--- config.mk ---
export PLATFORM = sky130hd
export DESIGN_NAME = register_dump_reader
export DESIGN_NICKNAME = d
export VERILOG_FILES = /design/src/rtl/register_dump_reader.sv
export SDC_FILE = /design/constraint.sdc
export NUM_CORES = 1
export LEC_CHECK = 0
export CORE_MARGIN = 3
export CORE_UTILIZATION = 42
export DETAILED_ROUTE_END_ITERATION = 8
export PLACE_DENSITY = 0.79
export SYNTH_ARGS = -nofsm -noshare
export SYNTH_HDL_FRONTEND = slang
export SYNTH_SLANG_ARGS = --single-unit
export TNS_END_PERCENT = 1
--- constraint.sdc ---
create_clock -name CLK -period 1.9 [get_ports CLK]
set_clock_uncertainty 0.1 [all_clocks]
set_input_delay 0.38 -clock CLK [delete_from_list [all_inputs] [get_ports CLK]]
set_output_delay 0.38 -clock CLK [all_outputs]
set_load 0.01 [all_outputs]
--- src/rtl/register_dump_reader.sv ---
// register_dump_reader
// Walks a contiguous, wrapping range of register-file indices through a
// synchronous read port and presents each word, with its index, on a
// valid/ready stream. Only one word is in flight at a time.
// Optional feature macro: REG_DUMP_ABORT_EN adds an ABORT input that drops
// an in-progress dump back to IDLE without a DONE pulse.
module register_dump_reader #(
    parameter int DATA_SIZE = 32,
    parameter int ADDR_SIZE = 4
) (
    input  logic                 CLK,
    input  logic                 RST,
`ifdef REG_DUMP_ABORT_EN
    input  logic                 ABORT,
`endif
    input  logic                 START,
    input  logic [ADDR_SIZE-1:0] FIRST_ADDR,
    input  logic [ADDR_SIZE-1:0] LAST_ADDR,
    output logic                 RD_EN,
    output logic [ADDR_SIZE-1:0] RD_ADDR,
    input  logic [DATA_SIZE-1:0] RD_DATA,
    output logic [DATA_SIZE-1:0] OUT_DATA,
    output logic [ADDR_SIZE-1:0] OUT_INDEX,
    output logic                 OUT_LAST,
    output logic                 OUT_VALID,
    input  logic                 OUT_READY,
    output logic                 BUSY,
    output logic                 DONE
);

    typedef enum logic [2:0] {
        S_IDLE,
        S_ISSUE,
        S_CAPTURE,
        S_PRESENT,
        S_FINISH
    } state_t;

    state_t                 state, state_nxt;
    logic [ADDR_SIZE-1:0]   cur_idx;
    logic [ADDR_SIZE-1:0]   end_idx;
    logic                   xfer;
    logic                   abort_req;

    assign xfer = OUT_VALID & OUT_READY;

`ifdef REG_DUMP_ABORT_EN
    // ABORT only matters while a dump is actively walking the range
    assign abort_req = ABORT & ((state == S_ISSUE) | (state == S_CAPTURE) |
                                (state == S_PRESENT));
`else
    assign abort_req = 1'b0;
`endif

    // State register
    always_ff @(posedge CLK or posedge RST) begin
        if (RST) state <= S_IDLE;
        else     state <= state_nxt;
    end

    // Next-state decode; abort overrides every in-dump transition
    always_comb begin
        state_nxt = state;
        case (state)
            S_IDLE:    if (START) state_nxt = S_ISSUE;
            S_ISSUE:   state_nxt = S_CAPTURE;
            S_CAPTURE: state_nxt = S_PRESENT;
            S_PRESENT: if (xfer) state_nxt = OUT_LAST ? S_FINISH : S_ISSUE;
            S_FINISH:  state_nxt = S_IDLE;
            default:   state_nxt = S_IDLE;
        endcase
        if (abort_req) state_nxt = S_IDLE;
    end

    // State-decoded outputs; RD_ADDR is parked at 0 outside ISSUE
    always_comb begin
        RD_EN   = (state == S_ISSUE);
        RD_ADDR = (state == S_ISSUE) ? cur_idx : '0;
        BUSY    = (state == S_ISSUE) | (state == S_CAPTURE) | (state == S_PRESENT);
        DONE    = (state == S_FINISH);
    end

    // Range registers, capture of read data and the registered stream outputs
    always_ff @(posedge CLK or posedge RST) begin
        if (RST) begin
            cur_idx   <= '0;
            end_idx   <= '0;
            OUT_DATA  <= '0;
            OUT_INDEX <= '0;
            OUT_LAST  <= 1'b0;
            OUT_VALID <= 1'b0;
        end else begin
            case (state)
                S_IDLE: begin
                    if (START) begin
                        cur_idx <= FIRST_ADDR;
                        end_idx <= LAST_ADDR;
                    end
                end
                S_CAPTURE: begin
                    OUT_DATA  <= RD_DATA;
                    OUT_INDEX <= cur_idx;
                    OUT_LAST  <= (cur_idx == end_idx);
                    OUT_VALID <= 1'b1;
                end
                S_PRESENT: begin
                    if (xfer) begin
                        OUT_VALID <= 1'b0;
                        // Natural wrap at 2^ADDR_SIZE gives the FIRST>LAST case
                        if (!OUT_LAST) cur_idx <= cur_idx + 1'b1;
                    end
                end
                default: ;
            endcase
            if (abort_req) begin
                OUT_VALID <= 1'b0;
                OUT_LAST  <= 1'b0;
            end
        end
    end

endmodule

; Word level (Yosys, flattened, before mapping)
; Index checks and enable logic that the tools add are counted.
[totals]
n_memories = 0
romBits = 0
out_inout_bits = 45
reg_bits = 49
latchBits = 0
elab_cells = 37
mem_bits_rw = 0
[op_classes]
multipliers = 0
n_shift = 0
addsub = 1
reduce_logical = 7
order_cmp = 0
n_eq_ne = 8
n_div = 0
bitwise = 3
mux = 11
[op_table]
columns = op, count
row1 = 4-bit two-way mux, 4
row2 = 3-bit one-hot mux with 4 select lines, 1
row3 = 3-bit two-way mux, 3
row4 = 4-bit one-hot mux with 2 select lines, 1
row5 = "3-bit by 2-bit == test with 1-bit output, second input constant", 2
row6 = "2-bit != test, second input constant", 3
row7 = 2-bit AND reduction, 3
row8 = "4-bit by 1-bit adder with 4-bit output, second input constant", 1
row9 = 4-bit == test, 1
row10 = 4-bit AND reduction, 1
row11 = 2-bit nonzero test, 2
row12 = "3-bit by 1-bit == test with 1-bit output, second input constant", 1
row13 = "3-bit == test, second input constant", 1
row14 = 3-bit logical NOT, 1
row15 = 1-bit bitwise OR, 2
row16 = 1-bit one-hot mux with 2 select lines, 1
row17 = 1-bit bitwise AND, 1
row18 = 1-bit two-way mux, 1

; Longest topological paths before layout
; Gate-level depths: netlist (run 1).
[depth]
depth_word = 4
ltp_mapped = 6

; Least setup slack after synthesis (run 1)
; Ideal clock, no wire load.
[synth_timing]
path_kind = register -> output
start = reg state[2]
end = out RD_ADDR[0]
path_slack_ps = 192
stages_incl_launch_ff = 4
arrival_time_ps = 1228
path_cell_list = dfrtp_1 buf_2 nor3b_1 and2_1
[synth_via]
elab_chain_cells = 2
[synth_rtl]
columns = element, line_no
row1 = "start, declared", 39  ; state_t state, state_nxt;
row2 = "start signal, assigned", 58  ; else state <= state_nxt;
row3 = 3-bit by 1-bit == test with 1-bit output, -
row4 = net RD_EN, 19  ; output logic RD_EN,
row5 = 4-bit two-way mux, 78  ; RD_ADDR = (state == S_ISSUE) ? cur_idx : '0;
row6 = "end, declared", 20  ; output logic [ADDR_SIZE-1:0] RD_ADDR,
; The timed path passes the listed nets, and every way through them passes these cells.

; Final worst setup path (run 1)
[layout_timing]
start = reg state[0]
end = out DONE
[layout_via]
elab_chain_cells = 1
[layout_rtl]
columns = element, line_no
row1 = 3-bit == test, 80  ; DONE = (state == S_FINISH);
row2 = "end, declared", 28  ; output logic DONE
; Every way passes these cells.

==> results of run 1 <==
[Yosys cell counts, types with 2 or more instances]
master / instances / share of area, %
a31oi_1: 2 / 0.58
buf_12: 2 / 1.9
inv_1: 2 / 0.35
nor2_1: 8 / 1.4
mux2_4: 19 / 13
a21oi_1: 2 / 0.47
buf_2: 2 / 0.47
nand3_1: 2 / 0.47
nand2_1: 2 / 0.35
dfrtp_1: 49 / 57
and3b_1: 2 / 0.82
o21ai_0: 2 / 0.47
o22a_1: 2 / 0.82
and2_1: 5 / 1.5
mux2_2: 22 / 12
xor2_1: 4 / 1.6
[repair_timing]
item                       in CTS  in global routing
pin swaps                       0                  1
gates resized for setup        12                  6
setup buffers                   0                  1
setup endpoints to repair       7                  5
[layer usage]
layer / track usage [%] / share of wire (%)
met1: 20.0 / 42
met2: 26.4 / 48
met3: 7.19 / 8.2
met4: 4.98 / 1.3
met5: 0 / 0
[kinds of logic after synthesis]
group	count (synthesis)
flops	49
mux	42
simple gates	27
compound gates	12
buf+inv	8
xor+xnor	4
fa+ha+maj	1
[flip-flops by register name, summed over array words and instances, names as in the netlist]
signal,count
state,3
OUT_LAST,1
end_idx,4
cur_idx,4
OUT_VALID,1
OUT_DATA,32
OUT_INDEX,4
[metrics by stage]
stage	util, %	instances	setup slack [ns]
5_1_grt	67.6	314	0.00369
3_3_place_gp	65.4	305	0.0135
4_1_cts	67.8	313	-0.0137
3_5_place_dp	65.4	305	0.00103
2_1_floorplan	-	143	0.192
6_report	67.6	314	0.0737
[critical path: cells and delay by family (launching register included)]
kind                   cells  cell delay, ns
DFF                        1            0.38
and+or+nand+nor            2            0.24
buffers and inverters      2            0.43
[where the power goes]
group | internal, W | switching, W | total (W)
logic | 0.00172 | 0.000998 | 0.00272
registers | 0.00156 | 0.000324 | 0.00189
clock network | 0.000394 | 0.000360 | 0.000755
total | 0.00368 | 0.00168 | 0.00536
[how the worst min path moves through the flow]
stage                       from            to  depth (start not counted)
detailed placement  OUT_DATA[22]  OUT_DATA[22]                          1
CTS                          RST  OUT_DATA[13]                          2
floorplan             end_idx[3]    end_idx[3]                          1
global route                 RST   OUT_DATA[0]                          2
global placement    OUT_DATA[13]  OUT_DATA[13]                          1
finish                       RST  OUT_DATA[13]                          2
[cell usage in the layout, fill, tap and decap left out, types with 2 or more instances in the layout]
master           Yosys  final
a21oi_1              2      2
o22a_1               2      2
buf_4                1     13
o21ai_0              2      2
xor2_1               4      4
nand3_1              2      2
dfrtp_1             49     49
clkdlybuf4s50_1      0     81
clkbuf_2             0      4
clkbuf_8             0      5
and2_1               5      5
a31oi_1              2      2
and3b_1              2      2
mux2_2              22     22
nand2_1              2      2
mux2_4              19     19
nor2_1               8      7
buf_12               2      2
[cell type report]
| cell class | count | area [um2] |
|---|---|---|
| well taps | 67 | 83.8 |
| clock inverters | 3 | 46.3 |
| clock buffers | 5 | 68.8 |
| repair buffers | 102 | 987 |
| inverters | 2 | 7.51 |
| multi-input cells | 86 | 860 |
| fillers | 386 | 1570 |
| flip-flops and latches | 49 | 1230 |
==> impl_metrics.ini, run 1 <==
[status]
status = finished clean

[finish]
area_growth_pct = 52.7
layout.nets = 291
fin_area_mm2 = 0.00328
drive_above_1_share_pct = 30.0
antenna_cells = 0

[placed_design]
placed_area_mm2 = 0.00317
dp.final_hpwl_mm = 3.56
gp_congestion = 0.748
portBuffers = 88

[timing]
hold_viol_final = 0
final.period_utilization_pct = 96.1
fin_tns_setup_ns = 0
tightest_slew_ns = 0.381
finalSetupViolCount = 0
min_period_ns = 1.83
whs_ns = 0.200
slew_headroom_pct = 74.6
drv_slew = 0
max_freq_ghz = 0.548
rsz0062_at_grt = no

[cts]
clk_latency_ns = 0.30
cts_tree = built
holdBufCountCts = 0
cts_buffers = 5
cts-root-buf = clkbuf_8
cts_sinks = 49
htreeDepth = 2
ctsLongestPathBuffers = 2
cts.clk_slew.worst_paths_ns = 0.10

[synth]
synth-seq-cells = 49
synthArstFlopShare_pct = 100
synth_compound_area_share_pct = 3.84
synthSimpleGateAreaFrac_pct = 8.04
netlist_area_mm2 = 0.00215
yosysSeqAreaShare_pct = 57.1
synth_mux_area_share_pct = 25.3
synth_top_family_by_area = multiplexers
post_synth_fa_ha_maj_area_fraction_pct = 0.582
syn_nets = 188
synth_xor_area_share_pct = 1.63
avgSynthCellArea_um2 = 15.0
synth_enable_flop_cells = 0
synth.distinct_cells = 32
synth_flop_cell = dfrtp_1
syn_inst = 143
synth_warnings = 0

[floorplanning]
dieArea_mm2 = 0.00601
chipHeight_um = 77.5
core_mm2 = 0.00485
die_x_um = 77.5
rows = 25
io-pin-count = 89
start_util_pct = 44.3

[routing]
drt_drc_violations_left = 0
avgViaCountPerCell = 4.75
first_pass_iters = 3
drt_iter0_drc = 25
dr_total_vias = 1491
antenna_left = 0
wl_per_cell_um = 15.2
routed_wl_mm = 4.79

[global_route]
grt.total_usage_pct = 16.5
grt_antenna_before_repair = 0
grt_pass1_vias = 1582
grt_pass1_wl_mm = 7.75
grt_overflow_total = 0
grt_max_degree = 41

[worst_setup_path]
critPathCapture = DONE
timing.rr.start = state[2]
critPathKind = flip-flop to primary output
crit_path_start = state[0]
crit_path_end_kind = primary output
r2r-end = OUT_INDEX[2]
cp_cell_sequence = buf_4 -> nor2_2 -> and2_1 -> dlygate4sd2_1
cp_max_fo = 6
start_kind = flip-flop
slowest_delay_ns = 0.38
required_ns = 1.42
crit_path_top_delay_cell = dfrtp_1
reg2reg_slack_ns = 0.21
arrival_ns = 1.35
worstRegToRegCells = 4

[hold_path]
min_path_type = primary input to async pin

[job]
drv_cap = 0

[power_and_ir_drop]
power_density_mw_per_mm2 = 1630
finalPower_w = 0.00536
peakVddDrop_mv = 0.816
leakagePower_nw = 1.43
Power figures use the tool's default switching activity.
==> inputs of run 2 (changes only) <==
==> constraint.sdc (replaced) <==
create_clock -name CLK -period 2 [get_ports CLK]
set_clock_uncertainty 0.1 [all_clocks]
set_input_delay 0.4 -clock CLK [delete_from_list [all_inputs] [get_ports CLK]]
set_output_delay 0.4 -clock CLK [all_outputs]
set_load 0.01 [all_outputs]
==> impl_metrics.ini, run 2 (synthesized netlist as in run 1, its figures left out) <==
[status]
status = finished clean

[timing]
min_period_ns = 1.93
tightest_slew_ns = 0.381
hold_viol_final = 0
max_freq_ghz = 0.517
final.period_utilization_pct = 96.7
rsz0062_at_grt = no
finalSetupViolCount = 0
fin_tns_setup_ns = 0
slew_headroom_pct = 74.6
drv_slew = 0

[floorplanning]
die_x_um = 77.5
core_mm2 = 0.00485
chipHeight_um = 77.5
start_util_pct = 44.3
io-pin-count = 89
rows = 25
dieArea_mm2 = 0.00601

[cts]
cts_tree = built
clk_latency_ns = 0.29
ctsLongestPathBuffers = 2
cts-root-buf = clkbuf_8
holdBufCountCts = 0
cts.clk_slew.worst_paths_ns = 0.09
cts_buffers = 5
cts_sinks = 49
htreeDepth = 2

[worst_setup_path]
worstRegToRegCells = 4
cp_max_fo = 6
reg2reg_slack_ns = 0.32
critPathKind = flip-flop to primary output
arrival_ns = 1.43
crit_path_top_delay_cell = dfrtp_1
required_ns = 1.50
cp_cell_sequence = buf_4 -> nor2_1 -> buf_4 -> nor2_1 -> dlygate4sd2_1
start_kind = flip-flop
timing.rr.start = state[2]
crit_path_end_kind = primary output
r2r-end = OUT_DATA[14]
slowest_delay_ns = 0.39

[finish]
drive_above_1_share_pct = 26.4
antenna_cells = 0
utilization_pct = 66.8
nFillCells = 375
final_common_cell = clkdlybuf4s50_1
largest_reg_flops = 32
final_cell_mix = clkdlybuf4s50_1 (81), dfrtp_1 (49), mux2_2 (22)
layout.cells.non_filler = 309
layout.nets = 287
regMostFlops = OUT_DATA
area_growth_pct = 50.8

[placed_design]
gp_congestion = 0.754
placed_cells = 301
dp.final_hpwl_mm = 3.61
portBuffers = 88

[routing]
first_pass_iters = 4
drt_drc_violations_left = 0
dr_total_vias = 1477
routed_wl_mm = 4.80
drt_iter0_drc = 51
antenna_left = 0
avgViaCountPerCell = 4.78
wl_per_cell_um = 15.5

[power_and_ir_drop]
power_density_mw_per_mm2 = 1530
peakVddDrop_mv = 0.819
leakagePower_nw = 1.42

[global_route]
grt_pass1_vias = 1612
grt.total_usage_pct = 16.6
grt_overflow_total = 0
grt_pass1_wl_mm = 7.81
grt_max_degree = 41
grt_antenna_before_repair = 0

[hold_path]
min_path_type = primary input to async pin

[job]
drv_cap = 0
-- run 2: through the flow --
step / instance area, um2 / total power (W) / hold WS (ns) / setup WS, ns
after floorplan: 2150 / 0.00323 / 0.401 / 0.272
after global placement: 3140 / 0.00433 / 0.388 / 0.0651
after detailed placement: 3140 / 0.00441 / 0.395 / 0.0303
after CTS: 3230 / 0.00501 / 0.221 / -0.209
after global routing: 3240 / 0.00526 / 0.243 / 0.00736
final: 3240 / 0.00495 / 0.226 / 0.0662
-- run 2: worst max-delay path by stage --
| stage | startpoint | cells after the start | to |
|---|---|---|---|
| floorplan | state[2] | 3 | RD_ADDR[0] |
| global placement | state[2] | 4 | RD_ADDR[1] |
| detailed placement | state[2] | 4 | RD_ADDR[2] |
| CTS | state[2] | 4 | RD_ADDR[0] |
| global route | state[1] | 4 | RD_ADDR[3] |
| finish | state[0] | 5 | BUSY |
-- run 2: cell type report --
cell class / instances / area, um2 / share of cell area [%]
Inverter: 2 / 7.51 / 0.232
Sequential cell: 49 / 1230 / 37.8
Timing Repair Buffer: 98 / 976 / 30.1
Clock buffer: 6 / 82.6 / 2.55
Tap cell: 67 / 83.8 / 2.59
Multi-Input combinational cell: 86 / 857 / 26.4
Clock inverter: 1 / 7.51 / 0.232
-- run 2: worst max-delay path: cells and delay by family (launching register included) --
kind | cells | cell delay, ns
buffers and inverters | 3 | 0.58
flip-flops | 1 | 0.39
AND/OR/NAND/NOR | 2 | 0.17
-- run 2: layer usage --
| layer | vias to the layer above | share of wire (%) | GRT usage [%] |
|---|---|---|---|
| met4 | 0 | 1.5 | 4.98 |
| met3 | 7 | 8.4 | 6.73 |
| met1 | 714 | 41 | 19.4 |
| met5 | - | 0 | 0 |
| met2 | 55 | 49 | 28.1 |
| li1 | 701 | - | - |
-- run 2: repair_timing --
action / CTS / global route
resized for setup: 7 / 2
endpoints found under the setup margin: 7 / 4
pin swaps: 0 / 1
setup buffers: 0 / 1
-- run 2: power breakdown --
group	leakage (nW)	internal [W]	switching, W
registers	0.586	0.00148	0.000348
clock network	0.0433	0.000274	0.000311
logic	0.789	0.00162	0.000920
total	1.42	0.00337	0.00158
==> inputs of run 3 (changes only) <==
--- a/config.mk
+++ b/config.mk
@@ -9,7 +9,8 @@
 export CORE_UTILIZATION = 42
 export DETAILED_ROUTE_END_ITERATION = 8
 export PLACE_DENSITY = 0.79
+export REMOVE_ABC_BUFFERS = 1
 export SYNTH_ARGS = -nofsm -noshare
 export SYNTH_HDL_FRONTEND = slang
 export SYNTH_SLANG_ARGS = --single-unit
-export TNS_END_PERCENT = 1
+export TNS_END_PERCENT = 5
==> impl_metrics.ini, run 3 (synthesized netlist as in run 1, its figures left out) <==
[status]
status = finished clean

[power_and_ir_drop]
peakVddDrop_mv = 0.848
power_density_mw_per_mm2 = 1550
leakagePower_nw = 1.42

[finish]
drive_above_1_share_pct = 26.0
nFillCells = 384
layout.cells.non_filler = 309
final_common_cell = clkdlybuf4s50_1
layout.nets = 286
largest_reg_flops = 32
antenna_cells = 0
regMostFlops = OUT_DATA
area_growth_pct = 52.4
final_cell_mix = clkdlybuf4s50_1 (81), dfrtp_1 (49), mux2_2 (22)

[worst_setup_path]
cp_cell_sequence = buf_4 -> nor2_1 -> buf_4 -> nor2_1 -> dlygate4sd2_1
timing.rr.start = state[2]
crit_cells = 5
critPathKind = flip-flop to primary output
start_kind = flip-flop
path_buf_inv = 3
worstRegToRegCells = 4
crit_path_top_delay_cell = dfrtp_1
required_ns = 1.50
cp_max_fo = 7
critPathCapture = BUSY
r2r-end = OUT_DATA[4]
crit_path_end_kind = primary output
slowest_delay_ns = 0.42
reg2reg_slack_ns = 0.30
crit_path_start = state[1]
path_delay_family = buffers and inverters
arrival_ns = 1.43

[routing]
first_pass_iters = 4
dr_total_vias = 1487
avgViaCountPerCell = 4.81
antenna_left = 0
drt_drc_violations_left = 0
drt_iter0_drc = 50
routed_wl_mm = 4.60
wl_per_cell_um = 14.9

[floorplanning]
start_util_pct = 44.3
io-pin-count = 89
rows = 25
dieArea_mm2 = 0.00601
die_x_um = 77.5
core_mm2 = 0.00485
chipHeight_um = 77.5

[placed_design]
placed_cells = 300
dp.final_hpwl_mm = 3.46
portBuffers = 88
gp_congestion = 0.699

[global_route]
grt_antenna_before_repair = 0
grt_pass1_wl_mm = 7.79
grt.total_usage_pct = 16.6
grt_max_degree = 36
grt_pass1_vias = 1624
grt_overflow_total = 0

[timing]
hold_viol_final = 0
rsz0062_at_grt = yes
final.period_utilization_pct = 96.6
finalSetupViolCount = 0
tightest_slew_ns = 0.409
min_period_ns = 1.93
fin_tns_setup_ns = 0
drv_slew = 0
whs_ns = 0.269
slew_headroom_pct = 72.6
max_freq_ghz = 0.517

[job]
drv_cap = 0

[cts]
cts_tree = built
cts_buffers = 5
cts-root-buf = clkbuf_8
htreeDepth = 2
ctsLongestPathBuffers = 2
clk_latency_ns = 0.29
cts.clk_slew.worst_paths_ns = 0.09
cts_sinks = 49
holdBufCountCts = 0

[hold_path]
min_path_type = primary input to async pin
[run 3: cell types whose count changed in the layout (fill, tap and decap cells not counted), sizes merged]
cell	delta
dlygate4sd2	+2
buf	-1
bufinv	+1
clkbuf	+1
clkdlybuf4s15	-1
clkinvlp	-1
dlymetal6s2s	-1
[run 3: area by class of cell]
class | count | area [um2] | share of cell area, %
sequential | 49 | 1230 | 37.5
timing repair buffer | 97 | 976 | 29.8
clock buffer | 7 | 86.3 | 2.64
multi-input combinational | 86 | 863 | 26.4
clock inverter | 1 | 30.0 | 0.917
inverter | 2 | 7.51 | 0.229
tap | 67 | 83.8 | 2.56
[run 3: worst min path at each step]
stage,slack (ns),depth (start not counted),end
2_1_floorplan,0.40,1,end_idx[3]
3_3_place_gp,0.39,1,OUT_DATA[10]
3_5_place_dp,0.39,1,OUT_DATA[16]
4_1_cts,0.27,2,OUT_DATA[7]
5_1_grt,0.31,2,OUT_DATA[7]
6_report,0.27,2,OUT_DATA[7]
[run 3: worst register-to-register path, delay by kind of cell, from the launching register on]
kind,cells,cell delay [ns]
buf+inv,2,0.41
flops,1,0.42
mux,1,0.37
simple gates,1,0.30
[run 3: what timing repair did]
action | in CTS | in global routing
buffers inserted | 1 | 0
pin swaps | 1 | 1
cloned | 0 | 0
resized for setup | 8 | 1
endpoints found under the hold margin | 0 | 0
setup endpoints to repair | 7 | 4
[run 3: routing by layer]
layer / vias up / routed length (um) / GRT usage, %
li1: 699 / - / -
met1: 714 / 1990 / 21.0
met2: 68 / 2070 / 25.6
met3: 6 / 477 / 7.66
met4: 0 / 61 / 4.80
met5: - / 0 / 0
[run 3: where the power goes]
group | switching (W) | leakage [nW] | total, W | internal [W]
sequential | 0.000320 | 0.586 | 0.00180 | 0.00148
clock | 0.000310 | 0.0585 | 0.000718 | 0.000408
combinational | 0.000923 | 0.777 | 0.00257 | 0.00164
total | 0.00155 | 1.42 | 0.00509 | 0.00354
[run 3: stage by stage]
step           power, W  worst slack (ns)  area, um2  utilization [%]
6_report        0.00509            0.0673       3270             67.5
5_1_grt         0.00544          -0.00251       3270             67.5
4_1_cts         0.00516            0.0828       3270             67.4
3_5_place_dp    0.00441          -0.00922       3150             64.9
3_3_place_gp    0.00434            0.0965       3150             64.9
2_1_floorplan   0.00314             -1.13       2080                -
